**config.mk**
```make
export PLATFORM = sky130hd
export DESIGN_NAME = abc
export DESIGN_NICKNAME = d
export VERILOG_FILES = /design/src/rtl/abc.sv
export SDC_FILE = /design/constraint.sdc
export NUM_CORES = 1
export LEC_CHECK = 0
export ABC_AREA = 1
export CAP_MARGIN = 30
export CELL_PAD_IN_SITES_DETAIL_PLACEMENT = 2
export CELL_PAD_IN_SITES_GLOBAL_PLACEMENT = 2
export CORE_UTILIZATION = 35
export DETAILED_ROUTE_END_ITERATION = 8
export PLACE_DENSITY = 0.86
export SLEW_MARGIN = 20
export SYNTH_ARGS = -nofsm -noshare
export SYNTH_HDL_FRONTEND = slang
export SYNTH_SLANG_ARGS = --single-unit
```
**constraint.sdc**
```tcl
create_clock -name clock -period 1.65 [get_ports clock]
set_clock_uncertainty 0.1 [all_clocks]
set_input_delay 0.165 -clock clock [delete_from_list [all_inputs] [get_ports clock]]
set_output_delay 0.165 -clock clock [all_outputs]
set_load 0.01 [all_outputs]
```
**src/rtl/abc.sv**
```systemverilog
// Run-length pixel encoder with 8N1 serial output and dav_/rfd handshake.
// Optional ABC_RUN_FLUSH_EN: on endline, send the open run before 0x00.
module abc (
    input  logic clock,
    input  logic reset_,
    input  logic colore,
    input  logic endline,
    input  logic dav_,
    output logic rfd,
    output logic txd
);

    typedef enum logic [2:0] {
        S_WAIT_DAV,
        S_SAMPLE,
        S_WAIT_HIGH,
        S_TX_START,
        S_TX_DATA,
        S_TX_STOP
    } state_e;

    state_e      state_q, state_d;
    logic [2:0]  bit_q, bit_d;
    logic [7:0]  byte_q, byte_d;
    logic        send_q, send_d;
    logic        pend_q, pend_d;
    logic [6:0]  count_q, count_d;
    logic        col_q, col_d;
    logic        hs;

    assign hs = (state_q == S_WAIT_DAV) && !dav_;

    always_ff @(posedge clock or negedge reset_) begin
        if (!reset_) begin
            state_q <= S_WAIT_DAV;
            bit_q   <= 3'd0;
            byte_q  <= 8'h00;
            send_q  <= 1'b0;
            pend_q  <= 1'b0;
            count_q <= 7'd0;
            col_q   <= 1'b0;
        end else begin
            state_q <= state_d;
            bit_q   <= bit_d;
            byte_q  <= byte_d;
            send_q  <= send_d;
            pend_q  <= pend_d;
            count_q <= count_d;
            col_q   <= col_d;
        end
    end

    // Run bookkeeping happens on the handshake edge; the byte waits in byte_q.
    always_comb begin
        count_d = count_q;
        col_d   = col_q;
        byte_d  = byte_q;
        send_d  = send_q;
        pend_d  = pend_q;
        if (hs) begin
            send_d = 1'b0;
            pend_d = 1'b0;
            if (endline) begin
                count_d = 7'd0;
                send_d  = 1'b1;
                byte_d  = 8'h00;
`ifdef ABC_RUN_FLUSH_EN
                if (count_q != 7'd0) begin
                    byte_d = {count_q, col_q};
                    pend_d = 1'b1;
                end
`endif
            end else if (count_q == 7'd0) begin
                count_d = 7'd1;
                col_d   = colore;
            end else if (colore != col_q || count_q == 7'd127) begin
                byte_d  = {count_q, col_q};
                send_d  = 1'b1;
                count_d = 7'd1;
                col_d   = colore;
            end else begin
                count_d = count_q + 7'd1;
            end
        end else if (state_q == S_TX_STOP && pend_q) begin
            byte_d = 8'h00;
            pend_d = 1'b0;
        end
    end

    always_comb begin
        state_d = state_q;
        bit_d   = 3'd0;
        unique case (state_q)
            S_WAIT_DAV:  if (!dav_) state_d = S_SAMPLE;
            S_SAMPLE:    state_d = send_q ? S_TX_START : S_WAIT_HIGH;
            S_WAIT_HIGH: if (dav_) state_d = S_WAIT_DAV;
            S_TX_START:  state_d = S_TX_DATA;
            S_TX_DATA: begin
                bit_d = bit_q + 3'd1;
                if (bit_q == 3'd7) state_d = S_TX_STOP;
            end
            S_TX_STOP:   state_d = pend_q ? S_TX_START : S_WAIT_HIGH;
            default:     state_d = S_WAIT_DAV;
        endcase
    end

    always_comb begin
        rfd = 1'b0;
        txd = 1'b1;
        unique case (state_q)
            S_WAIT_DAV: rfd = 1'b1;
            S_TX_START: txd = 1'b0;
            S_TX_DATA:  txd = byte_q[bit_q];
            default:    txd = 1'b1;
        endcase
    end

endmodule

```
==> impl_results.md <==
* H-tree depth at 1
* Chip width at 63.5 um
* Worst VDD drop at 0.581 mV
* DR WL/cell at 18.6 um
* P per Cell Area at 1470 mW/mm^2
* Worst-Margin Slew at 0.346 ns
* Setup ws final at -0.0270 ns
* R2R depth at 10
* Post-DP HPWL at 2.73 mm
* Routed Antenna Nets at 0
* Slew Limit Fails at 0
* Max FO, Critical Path at 4
* Xor-xnor portion of the synthesized cell area at 1.32%
* Failing checks: setup timing
* Worst skew pair latency at 0.27 ns
* Placed inst area at 0.00149 mm^2
* CP startpoint kind: register
* CORE AREA at 0.00347 mm^2
* CTS max path bufs at 2
* Post-Syn Area at 0.00132 mm^2
* Vias in the first global route at 1329
* DR pass1 iterations at 4
* Final instance area at 0.00175 mm^2
* Hold_buf cts at 0
* Vias per std cell at 5.03
* Worst path arrival time at 1.41 ns
* Area contributors post-synth: dfrtp_1, nand2_1, inv_1
* CTS tree: built
* Via count at 1196
* Gpl congestion at 0.763
* Max Clk Rate at 596 MHz
* CTS buffer count at 3
* WL final at 4.42 mm
* Core Util, Final at 50.4%
* Synthesis Warnings at 0
* Sequential share of the synthesized area at 43.5%
* Synthesized instance count at 159
* Antenna cells at 0
* R2r setup slk at 0 ns
* Post-synth top area cell: dfrtp_1
* Mux cell area share after synthesis at 0%
* Area grow syn2layout at 32.2%
* Synth Area in Compound Gates at 5.68%
* Crit. End Element: output port
* Setup violators final at 2
* Sink Count at 23
* Starting density of the core at 38.1%
* Residual DRC at 0
* Min-Delay Path Class: input pin to asynchronous set/reset pin
* Worst Path Required at 1.38 ns
* Most common cell after layout, fill and taps aside: nand2_1
* Max_slew headroom at 77.0%
* Remaining Overflow, GRT at 0
* Core Rows at 21
* Die area at 0.00403 mm^2
* Largest family of logic cells by synthesized area: simple AND/OR/NAND/NOR gates
* Clock transition at the registers of the reported paths at 0.09 ns
* First-pass GRT wire length at 6.40 mm
* Synthesized netlist net count at 168
* Final period utilization at 102%
* Leakage power at 0.000861 uW
* Post-Synth Adder-Cell Area at 3.78%
* Status: complete, but fails checks
* Post-Synth Simple-Gate Area at 37.5%
* Filler cell count at 366
* Port bufs at 6
* Max-cap viol count at 0
* Most frequent cells in the layout: nand2_1, dfrtp_1, buf_4
* Iteration-0 DRC Markers at 38
* Root Driver: clkbuf_8
* Ratio of cells with drive above 1 in the final layout at 34.9%
* Syn Area/Cell at 8.32 um^2
* Die H at 63.5 um
* Fin. Hold Viols at 0
* GRT Total Usage at 20.7%
* Initial antenna violation count at 0
* Yosys reg bits at 23
* Top cell type's share of synthesized area at 43.5%
* Worst setup path category: register to output port
* Largest net degree at the start of global routing at 24
* Min Clock Period, post-route at 1.68 ns
* Yosys cell types at 28
* Nets@finish at 202
* IO Count at 7
* RSZ-0062 raised after global routing: true
==> metal layers <==
| layer | GRT usage, % | vias to the layer above | wire [um] | part of all wire (%) |
|---|---|---|---|---|
| met5 | 0 | - | 0 | 0 |
| met4 | 5.40 | 0 | 73 | 1.7 |
| met3 | 1.99 | 9 | 101 | 2.3 |
| met2 | 41.0 | 17 | 2500 | 57 |
| met1 | 22.8 | 602 | 1740 | 39 |
| li1 | - | 568 | - | - |
==> report_power, final <==
| group | switching [uW] | internal, uW |
|---|---|---|
| logic | 802 | 611 |
| clock network | 193 | 169 |
| registers | 116 | 683 |
| total | 1110 | 1460 |
==> cell families after synthesis <==
kind of cell | after synthesis
and+or+nand+nor | 93
buffers and inverters | 24
xor gates and xnor gates | 2
DFF | 23
AOI/OAI and AO/OA | 13
adders and majority gates | 4
==> final timing paths <==
check / start / to
worst max-delay path: bit_q[1]$_DFF_PN0_ / txd
worst min-delay path: reset_ / state_q[1]$_DFFE_PN0P_
worst max register to register: count_q[0]$_DFFE_PN0P_ / byte_q[4]$_DFFE_PN0P_
worst min register to register: byte_q[6]$_DFFE_PN0P_ / byte_q[6]$_DFFE_PN0P_
max in group asynchronous: reset_ / bit_q[0]$_DFF_PN0_
min in group clock: byte_q[6]$_DFFE_PN0P_ / byte_q[6]$_DFFE_PN0P_
==> state kept, by name, summed over array words and instances (netlist names) <==
| signal | flops |
|---|---|
| state_q | 3 |
| byte_q | 8 |
| bit_q | 3 |
| send_q | 1 |
| count_q | 7 |
| col_q | 1 |
==> worst max-delay path, stage by stage, from the launching register on <==
cell and delay (ns):
dfrtp_1 0.43, buf_4 0.15, nor2_1 0.11, o21ai_1 0.09, nand3_1 0.09, nand3_1 0.08, nand2_1 0.06, clkbuf_2 0.12
==> per-stage QoR <==
| step | instances | total power [uW] | hold WS (ns) | setup WS (ns) | setup TNS (ns) |
|---|---|---|---|---|---|
| after floorplan | 159 | 1430 | -0.231 | 0.223 | 0 |
| after global placement | 219 | 1740 | 0.365 | -0.00625 | -0.00625 |
| after detailed placement | 219 | 1830 | 0.372 | -0.115 | -0.115 |
| after CTS | 225 | 2230 | 0.175 | -0.123 | -0.123 |
| after global routing | 238 | 2740 | 0.183 | -0.0896 | -0.490 |
| final | 238 | 2570 | 0.161 | -0.0270 | -0.0271 |
==> Yosys cell counts (all sizes together) <==
cell type / instances
nand3: 17
dfrtp: 23
a21oi: 1
nand2: 48
o22ai: 1
nand4: 3
xor2: 2
nand3b: 1
nor2: 23
ha: 4
o211ai: 1
nor3: 1
o21ai: 9
inv: 22
buf: 2
o21bai: 1
==> what timing repair did <==
action | CTS | global route
endpoints found under the setup margin | 2 | 16
pin swaps | 0 | 12
resized for setup | 5 | 26
cloned | 0 | 1
setup buffers | 2 | 12
==> final cells by class <==
| cell class | count | area [um^2] | share of cell area (%) |
|---|---|---|---|
| multi-input combinational | 113 | 727 | 41.6 |
| clock inverter | 1 | 5.00 | 0.286 |
| timing repair buffer | 30 | 254 | 14.5 |
| clock buffer | 3 | 41.3 | 2.36 |
| sequential | 23 | 578 | 33.1 |
| inverter | 22 | 85.1 | 4.87 |
| tap | 46 | 57.6 | 3.29 |
Power figures use the tool's default switching activity.
